--- src/rtl/ship_setup_pkg.sv ---
// ----------------------------------------------------------------------------
// ship_setup_pkg
// Shared types and default constants for the ship setup controller.
//   setup_state_t   : controller FSM state encoding
//   DEF_MAX_SHIPS   : default maximum ships per player
//   DEF_NUM_PLAYERS : default number of players placing in turn
// ----------------------------------------------------------------------------
package ship_setup_pkg;

    localparam int unsigned DEF_MAX_SHIPS   = 5;
    localparam int unsigned DEF_NUM_PLAYERS = 2;

    typedef enum logic [2:0] {
        IDLE        = 3'd0,
        DECIDE      = 3'd1,
        PLACE       = 3'd2,
        NEXT_PLAYER = 3'd3,
        DONE        = 3'd4
    } setup_state_t;

endpackage : ship_setup_pkg

--- src/rtl/ship_setup_ctrl_sat_counter.sv ---
// ----------------------------------------------------------------------------
// sat_counter
// Up/down counter saturating at 0 and at a runtime limit.
//   clk, rst : clock, synchronous active-high reset
//   clear    : force count to 0 (highest priority after reset)
//   inc, dec : step up / down; both together hold the count
//   limit    : upper saturation value
//   count    : registered count
// ----------------------------------------------------------------------------
module sat_counter #(
    parameter int unsigned W = 3
) (
    input  logic         clk,
    input  logic         rst,
    input  logic         clear,
    input  logic         inc,
    input  logic         dec,
    input  logic [W-1:0] limit,
    output logic [W-1:0] count
);

    always_ff @(posedge clk) begin
        if (rst) begin
            count <= '0;
        end else if (clear) begin
            count <= '0;
        end else if (inc && !dec && (count < limit)) begin
            count <= count + W'(1);
        end else if (dec && !inc && (count != '0)) begin
            count <= count - W'(1);
        end
    end

endmodule : sat_counter

--- src/rtl/ship_setup_ctrl.sv ---
// ----------------------------------------------------------------------------
// ship_setup_ctrl
// Setup-phase controller: latches the ship amount, then lets each player in
// turn place that many ships, and reports when every player is done.
// Optional feature macro: SHIP_UNDO_EN (place_undo removes the last ship).
//   clk, rst       : clock, synchronous active-high reset
//   decision_state : game controller is in the setup phase (drop = abort)
//   amount_in      : requested ship count per player
//   confirm        : pulse, accept amount_in (DECIDE only)
//   place_valid    : pulse, current player placed a ship (PLACE only)
//   place_undo     : pulse, current player removed a ship (PLACE only)
//   ships_decided  : a legal amount has been latched
//   ship_amount    : latched ship amount
//   ships_placed   : ships placed by the current player
//   player_id      : player currently placing
//   amount_err     : one-cycle pulse on an illegal confirm
//   setup_done     : all players have finished placing
// ----------------------------------------------------------------------------
module ship_setup_ctrl
    import ship_setup_pkg::*;
#(
    parameter  int unsigned MAX_SHIPS   = DEF_MAX_SHIPS,
    parameter  int unsigned NUM_PLAYERS = DEF_NUM_PLAYERS,
    localparam int unsigned CNT_W       = $clog2(MAX_SHIPS + 1),
    localparam int unsigned PID_W       = (NUM_PLAYERS > 1) ? $clog2(NUM_PLAYERS) : 1
) (
    input  logic             clk,
    input  logic             rst,
    input  logic             decision_state,
    input  logic [CNT_W-1:0] amount_in,
    input  logic             confirm,
    input  logic             place_valid,
    input  logic             place_undo,
    output logic             ships_decided,
    output logic [CNT_W-1:0] ship_amount,
    output logic [CNT_W-1:0] ships_placed,
    output logic [PID_W-1:0] player_id,
    output logic             amount_err,
    output logic             setup_done
);

    setup_state_t state, state_next;

    logic             amount_legal;
    logic             last_player;
    logic             inc_req;
    logic             dec_req;
    logic             place_done;
    logic [CNT_W:0]   placed_p1;

    logic             cnt_inc;
    logic             cnt_dec;
    logic             cnt_clr;
    logic             latch_amount;
    logic             err_set;
    logic             pid_inc;
    logic             sess_clr;

    // Placement request decode; simultaneous place and undo cancel out
`ifdef SHIP_UNDO_EN
    assign inc_req = place_valid & ~place_undo;
    assign dec_req = place_undo & ~place_valid;
`else
    logic unused_place_undo;
    assign unused_place_undo = place_undo;
    assign inc_req = place_valid;
    assign dec_req = 1'b0;
`endif

    assign amount_legal = (amount_in != '0) && (amount_in <= CNT_W'(MAX_SHIPS));
    assign last_player  = (player_id == PID_W'(NUM_PLAYERS - 1));
    assign placed_p1    = {1'b0, ships_placed} + {{CNT_W{1'b0}}, 1'b1};
    assign place_done   = inc_req && (placed_p1 == {1'b0, ship_amount});

    // State register
    always_ff @(posedge clk) begin
        if (rst) begin
            state <= IDLE;
        end else begin
            state <= state_next;
        end
    end

    // Next-state logic; dropping decision_state always returns to IDLE
    always_comb begin
        state_next = state;
        case (state)
            IDLE: begin
                if (decision_state) state_next = DECIDE;
            end
            DECIDE: begin
                if (!decision_state)               state_next = IDLE;
                else if (confirm && amount_legal)  state_next = PLACE;
            end
            PLACE: begin
                if (!decision_state)  state_next = IDLE;
                else if (place_done)  state_next = last_player ? DONE : NEXT_PLAYER;
            end
            NEXT_PLAYER: begin
                state_next = decision_state ? PLACE : IDLE;
            end
            DONE: begin
                if (!decision_state) state_next = IDLE;
            end
            default: state_next = IDLE;
        endcase
    end

    // Control decode for the datapath registers and the placement counter
    always_comb begin
        cnt_inc      = 1'b0;
        cnt_dec      = 1'b0;
        cnt_clr      = 1'b0;
        latch_amount = 1'b0;
        err_set      = 1'b0;
        pid_inc      = 1'b0;
        sess_clr     = 1'b0;
        if (state != IDLE && !decision_state) begin
            sess_clr = 1'b1;
            cnt_clr  = 1'b1;
        end else begin
            case (state)
                DECIDE: begin
                    if (confirm) begin
                        if (amount_legal) begin
                            latch_amount = 1'b1;
                            cnt_clr      = 1'b1;
                        end else begin
                            err_set = 1'b1;
                        end
                    end
                end
                PLACE: begin
                    cnt_inc = inc_req;
                    cnt_dec = dec_req;
                end
                NEXT_PLAYER: begin
                    pid_inc = 1'b1;
                    cnt_clr = 1'b1;
                end
                default: ;
            endcase
        end
    end

    // Registered outputs; ship_amount survives an abort
    always_ff @(posedge clk) begin
        if (rst) begin
            ships_decided <= 1'b0;
            ship_amount   <= '0;
            player_id     <= '0;
            amount_err    <= 1'b0;
            setup_done    <= 1'b0;
        end else begin
            amount_err <= err_set;
            setup_done <= (state_next == DONE);
            if (latch_amount) begin
                ship_amount   <= amount_in;
                ships_decided <= 1'b1;
            end
            if (sess_clr) begin
                ships_decided <= 1'b0;
                player_id     <= '0;
            end else if (pid_inc) begin
                player_id <= player_id + PID_W'(1);
            end
        end
    end

    sat_counter #(
        .W (CNT_W)
    ) u_placed_cnt (
        .clk   (clk),
        .rst   (rst),
        .clear (cnt_clr),
        .inc   (cnt_inc),
        .dec   (cnt_dec),
        .limit (ship_amount),
        .count (ships_placed)
    );

endmodule : ship_setup_ctrl

--- config.mk ---
export PLATFORM = sky130hd
export DESIGN_NAME = ship_setup_ctrl
export DESIGN_NICKNAME = d
export VERILOG_FILES = /design/src/rtl/ship_setup_pkg.sv /design/src/rtl/ship_setup_ctrl_sat_counter.sv /design/src/rtl/ship_setup_ctrl.sv
export SDC_FILE = /design/constraint.sdc
export NUM_CORES = 1
export LEC_CHECK = 0
export CAP_MARGIN = 15
export CORE_UTILIZATION = 25
export DETAILED_ROUTE_END_ITERATION = 12
export PLACE_DENSITY_LB_ADDON = 0.05
export SLEW_MARGIN = 30
export SYNTH_ARGS = -nofsm -noshare
export SYNTH_HDL_FRONTEND = slang
export SYNTH_SLANG_ARGS = --single-unit
--- constraint.sdc ---
create_clock -name clk -period 2.2 [get_ports clk]
set_clock_uncertainty 0.2 [all_clocks]
set_input_delay 0.22 -clock clk [delete_from_list [all_inputs] [get_ports clk]]
set_output_delay 0.22 -clock clk [all_outputs]
set_load 0.05 [all_outputs]
# == Yosys cells after proc, flatten, opt, wreduce, memory -nomap -nowiden ==
# Cells that the tools add are included.
# totals
ff_bits,13
latch_bits,0
ram_bits,0
mem_bits_ro,0
input_bits,9
out_inout_bits,10
word_cells,54
n_memories,0
# classes
add_sub_neg,3
mul,0
div_mod_pow,0
magnitude_cmp,2
n_eq_ne,6
shift,0
n_mux,22
bitwise_logic,2
n_reduce_logical,12
# ops
op,n
$mux W3,8
$pmux W3 S5,1
$mux W1,11
$eq A3 B2 Y1 const B,2
$eq A3 B3 Y1 const B,2
$reduce_bool A3 Y1,2
$logic_and A1 B1 Y1,5
$add A3 B1 Y4 const B,1
$eq A4 B3 Y1,1
$reduce_or A2 Y1,2
$reduce_or A4 Y1,1
$add A3 B1 Y3 const B,1
$eq A3 B1 Y1 const B,1
$le A3 B3 Y1 const B,1
$logic_not A3 Y1,1
$lt A3 B3 Y1,1
$mux W2,1
$not A1 Y1,2
$pmux W1 S2,1
$add A1 B1 Y1 const B,1
$logic_not A1 Y1,1

# == Logic depth before layout (Yosys ltp) ==
# logic_depth
ltp_word,7
ltp_mapped,6

# == By module ==
# From an unflattened synthesis, not the netlist that was laid out.
# hier_totals
cells_unflattened,89
area_unflattened_um2,799.5
# modules_own_cells
module,instances,cells_each,area_each_um2,seq_area_each_um2
ship_setup_ctrl,1,61,545.5,200.2
sat_counter,1,28,254.0,60.1

# == Worst setup path before layout ==
# OpenSTA, ideal clock, no wires.
# synth_path
path_kind,register to register
startpoint,register u_placed_cnt.count[1]
endpoint,register setup_done
setup_ps,117
t_arrival_ps,1823
required_time_ps,1883
setup_slack_ps,60
stages_incl_launch_ff,6
synth_period_minus_slack_ps,2140
cell_sequence,dfxtp_1 ha_1 xor2_1 mux2_4 and3_1 a22o_1
# synth_via
elab_chain_len,7
# synth_lines
element,line,rtl
from (decl),ship_setup_ctrl_sat_counter.sv:19,output logic [W-1:0] count
from (signal assigned),ship_setup_ctrl_sat_counter.sv:28,count <= count + W'(1);
from (signal assigned),ship_setup_ctrl_sat_counter.sv:30,count <= count - W'(1);
$add A3 B1 Y4,ship_setup_ctrl.sv:72,"assign placed_p1 = {1'b0, ships_placed} + {{CNT_W{1'b0}}, 1'b1};"
$eq A4 B3 Y1,ship_setup_ctrl.sv:73,"assign place_done = inc_req && (placed_p1 == {1'b0, ship_amount});"
$logic_and A1 B1 Y1,ship_setup_ctrl.sv:73,
$mux W3,ship_setup_ctrl.sv:97,else if (place_done) state_next = last_player ? DONE : NEXT_PLAYER;
$mux W3,ship_setup_ctrl.sv:96,if (!decision_state) state_next = IDLE;
$pmux W3 S5,ship_setup_ctrl.sv:87,case (state)
$eq A3 B3 Y1,ship_setup_ctrl.sv:156,setup_done <= (state_next == DONE);
to (signal assigned),ship_setup_ctrl.sv:156,
to (decl),ship_setup_ctrl.sv:39,output logic setup_done
# Every way passes these cells.
# A chain may end at the register's enable or synchronous reset.

# == Worst setup path after layout ==
# layout_path
startpoint,register u_placed_cnt.count[1]
endpoint,output port ships_placed[1]
# layout_rtl
element,line,rtl
to (decl),ship_setup_ctrl.sv:36,"output logic [CNT_W-1:0] ships_placed,"
# No word-level cell between the ends.

==> run_summary.xml <==
<?xml version="1.0" encoding="UTF-8"?>
<metrics>
  <group name="global_route">
    <metric name="grt_most_used_layer" unit="">met2</metric>
    <metric name="met1_usage" unit="">0.1619</metric>
    <metric name="grt_util_all_layers" unit="">0.1182</metric>
    <metric name="antenna_found_initial" unit="">0</metric>
    <metric name="grt_overflow_total" unit="">0</metric>
    <metric name="pin_count_of_the_biggest_net_entering_global_routing" unit="">12</metric>
    <metric name="use_met2" unit="">0.1684</metric>
    <metric name="met3_usage" unit="">0.02326</metric>
    <metric name="first_pass_grt_wire_length" unit="um">2856</metric>
    <metric name="via_count_of_the_first_global_routing_pass" unit="">618</metric>
  </group>
  <group name="synth">
    <metric name="unique_masters_post_synth" unit="">36</metric>
    <metric name="async_sr_flop_fraction" unit="">0</metric>
    <metric name="avgSynthCellArea" unit="um2">9.118</metric>
    <metric name="synthDominantAreaCellType" unit="">sky130_fd_sc_hd__dfxtp_1</metric>
    <metric name="synth_fp_nets" unit="">93</metric>
    <metric name="synth.top_cells.by_area" unit="">sky130_fd_sc_hd__dfxtp_1 36%, sky130_fd_sc_hd__ha_1 6.9%, sky130_fd_sc_hd__mux2i_1 4.1%, sky130_fd_sc_hd__a21oi_1 2.7%, sky130_fd_sc_hd__nor3_1 2.7%</metric>
    <metric name="synth_flop_cell" unit="">sky130_fd_sc_hd__dfxtp_1</metric>
    <metric name="synth_edf_count" unit="">0</metric>
    <metric name="synth_seq_area_share" unit="">0.3568</metric>
    <metric name="syn-cell-area" unit="um2">729.5</metric>
    <metric name="yosysWarningCount" unit="">0</metric>
    <metric name="synth-seq-cells" unit="">13</metric>
    <metric name="synth_top_area_share" unit="">0.3568</metric>
    <metric name="synthesis.instances" unit="">80</metric>
  </group>
  <group name="clock_network">
    <metric name="post-cts-setup-buffer-count" unit="">0</metric>
    <metric name="clock_tree_from_tritoncts" unit="">built</metric>
    <metric name="clk_root_buffer_cell" unit="">sky130_fd_sc_hd__clkbuf_4</metric>
    <metric name="num_cts_buffers" unit="">3</metric>
    <metric name="cts_buffer_depth" unit="">2</metric>
    <metric name="cts-resized-gates" unit="">0</metric>
    <metric name="later_pin_clock_latency_in_the_skew_report" unit="ps">270</metric>
    <metric name="cts.htree.levels" unit="">1</metric>
    <metric name="clk_transition_reported_paths" unit="ps">80</metric>
    <metric name="tritoncts_num_sinks" unit="">13</metric>
    <metric name="hold_buffers" unit="">0</metric>
  </group>
  <group name="worst_setup_path">
    <metric name="crit_path_max_incr_delay" unit="ps">840</metric>
    <metric name="crit_end_category" unit="">primary output</metric>
    <metric name="cp.required" unit="ps">1780</metric>
    <metric name="timing.critical_path.fanout_max" unit="">5</metric>
    <metric name="cp-start-kind" unit="">flop</metric>
    <metric name="arrival" unit="ps">1520</metric>
    <metric name="cp_slowest_cell" unit="">sky130_fd_sc_hd__clkdlybuf4s50_1</metric>
    <metric name="path_delay_family" unit="">buffers and inverters</metric>
    <metric name="worstSetupPathType" unit="">flop to primary output</metric>
    <metric name="worst-path-buf-inv" unit="">1</metric>
    <metric name="crit_path_cell_trace" unit="">clkdlybuf4s50_1</metric>
  </group>
  <group name="place">
    <metric name="portBuffers" unit="">17</metric>
    <metric name="dpl.hpwl" unit="um">1274</metric>
    <metric name="place_congestion" unit="">0.7180</metric>
  </group>
  <group name="route">
    <metric name="drt_first_iter_violations" unit="">13</metric>
    <metric name="detail_route.vias_per_cell" unit="">4.969</metric>
    <metric name="drc" unit="">0</metric>
    <metric name="ant_nets" unit="">0</metric>
    <metric name="drt-total-wl" unit="um">1625</metric>
    <metric name="route.detailed.wl_per_inst" unit="um">12.40</metric>
    <metric name="routed-via-count" unit="">651</metric>
    <metric name="dr.pass1.iters" unit="">4</metric>
  </group>
  <group name="die">
    <metric name="placeableCoreArea" unit="um2">2758</metric>
    <metric name="die_area" unit="um2">3138</metric>
    <metric name="starting_utilization_of_the_core_area" unit="">0.2645</metric>
    <metric name="fp.dieH" unit="um">56.02</metric>
    <metric name="rows" unit="">19</metric>
    <metric name="ios" unit="">19</metric>
    <metric name="die_w" unit="um">56.02</metric>
  </group>
  <group name="layout">
    <metric name="total_number_of_nets_in_the_final_design" unit="">114</metric>
    <metric name="antennaDiodeCount" unit="">0</metric>
    <metric name="most_common_cell_after_layout_fill_and_taps_aside" unit="">sky130_fd_sc_hd__clkdlybuf4s50_1</metric>
    <metric name="fill_cells" unit="">297</metric>
    <metric name="layout_common_cells" unit="">17 x sky130_fd_sc_hd__clkdlybuf4s50_1, 13 x sky130_fd_sc_hd__dfxtp_1, 5 x sky130_fd_sc_hd__inv_1, 5 x sky130_fd_sc_hd__nor2_1</metric>
    <metric name="area_growth" unit="%">31.90</metric>
    <metric name="drive_above_1_share" unit="">0.1200</metric>
  </group>
  <group name="power">
    <metric name="cellLeakagePower" unit="nW">0.3713</metric>
    <metric name="total_power_draw" unit="mW">0.4517</metric>
    <metric name="pd_cells" unit="nW/um2">469.5</metric>
    <metric name="vdd.ir_drop.worst" unit="uV">184.3</metric>
  </group>
  <group name="timing">
    <metric name="count_of_final_hold_check_violations" unit="">0</metric>
    <metric name="finalSetupTns" unit="ps">0</metric>
    <metric name="report.final.slew_viol_count" unit="">0</metric>
    <metric name="worstMarginPinSlew" unit="ps">496.3</metric>
    <metric name="rsz0062_at_grt" unit="">no</metric>
    <metric name="timing.max_slew.rel_slack" unit="">0.6681</metric>
    <metric name="max_clock_freq" unit="MHz">515.5</metric>
    <metric name="final-setup-viol-count" unit="">0</metric>
    <metric name="fin_crit" unit="ps">1940</metric>
    <metric name="post-route-period-util" unit="">0.8817</metric>
  </group>
  <group name="status">
    <metric name="status" unit="">complete, no violations</metric>
  </group>
  <group name="job">
    <metric name="cap_viol_max_count" unit="">0</metric>
  </group>
  <group name="min_path">
    <metric name="holdCritPathClass" unit="">flop to flop</metric>
  </group>
</metrics>
## power breakdown
part           switching (mW)  leakage, nW  internal, mW
clock network          0.0802       0.0150        0.0702
registers             0.00437        0.105         0.239
logic                  0.0298        0.251        0.0287
total                   0.114        0.371         0.337
## state kept, by name (all words and copies together) (netlist names)
register	cells
amount_err	1
player_id	1
u_placed_cnt.count	3
ship_amount	3
state	3
setup_done	1
ships_decided	1
## worst min-delay path, cell delays in order (launching register included)
cell and delay [ps]:
sky130_fd_sc_hd__dfxtp_1 340, sky130_fd_sc_hd__a31oi_1 40, sky130_fd_sc_hd__nor2_1 70
## cells by family after synthesis
family / Yosys count / share of synthesized area
buffers and inverters: 7 / 0.03945
and+or+nand+nor: 33 / 0.2968
adders and majority gates: 4 / 0.06861
xor gates and xnor gates: 2 / 0.02402
AOI/OAI and AO/OA: 17 / 0.1527
muxes: 4 / 0.06175
DFF: 13 / 0.3568
## worst paths after layout
path                            depth (start not counted)                   from         endpoint  slack [ps]
worst min-delay path                                    2          ships_decided    ships_decided         280
worst max register to register                          5  u_placed_cnt.count[1]         state[2]         320
worst max-delay path                                    1  u_placed_cnt.count[1]  ships_placed[1]         260
worst min register to register                          2          ships_decided    ships_decided         280
## metal layers
| layer | share of wire | wire (um) |
|---|---|---|
| met1 | 0.50 | 810 |
| met2 | 0.46 | 754 |
| met3 | 0.026 | 42 |
| met4 | 0.010 | 17 |
| met5 | 0 | 0 |
## synth_stat cells, types with 2 or more instances
master,count
sky130_fd_sc_hd__a21oi_1,4
sky130_fd_sc_hd__a22o_1,2
sky130_fd_sc_hd__a31oi_1,3
sky130_fd_sc_hd__buf_2,2
sky130_fd_sc_hd__dfxtp_1,13
sky130_fd_sc_hd__ha_1,4
sky130_fd_sc_hd__inv_1,5
sky130_fd_sc_hd__mux2i_1,3
sky130_fd_sc_hd__nand2_1,4
sky130_fd_sc_hd__nand3_1,2
sky130_fd_sc_hd__nand4_1,3
sky130_fd_sc_hd__nor2_1,5
sky130_fd_sc_hd__nor2b_1,2
sky130_fd_sc_hd__nor3_1,4
sky130_fd_sc_hd__o21ai_1,2
sky130_fd_sc_hd__xor2_1,2
## final cells by class
type	instances	area (um2)	share of cell area
Clock buffer	4	26.28	0.02731
Inverter	5	18.77	0.01951
Multi-Input combinational cell	60	440.4	0.4577
Sequential cell	13	260.3	0.2705
Tap cell	31	38.79	0.04031
Timing Repair Buffer	18	177.7	0.1847
## through the flow
stage / worst slack (ps) / hold WS (ps) / cell area [um2] / std cells / utilization
global placement: 314.3 / 255.8 / 935.9 / 127 / 0.3394
detailed placement: 307.7 / 264.4 / 935.9 / 127 / 0.3394
global route: 168.9 / 311.8 / 962.2 / 131 / 0.3489
CTS: 237.5 / 286.8 / 962.2 / 131 / 0.3489
floorplan: 60.05 / 92.38 / 729.5 / 80 / -
finish: 260.3 / 279.1 / 962.2 / 131 / 0.3489
(Power assumes the default switching activity.)
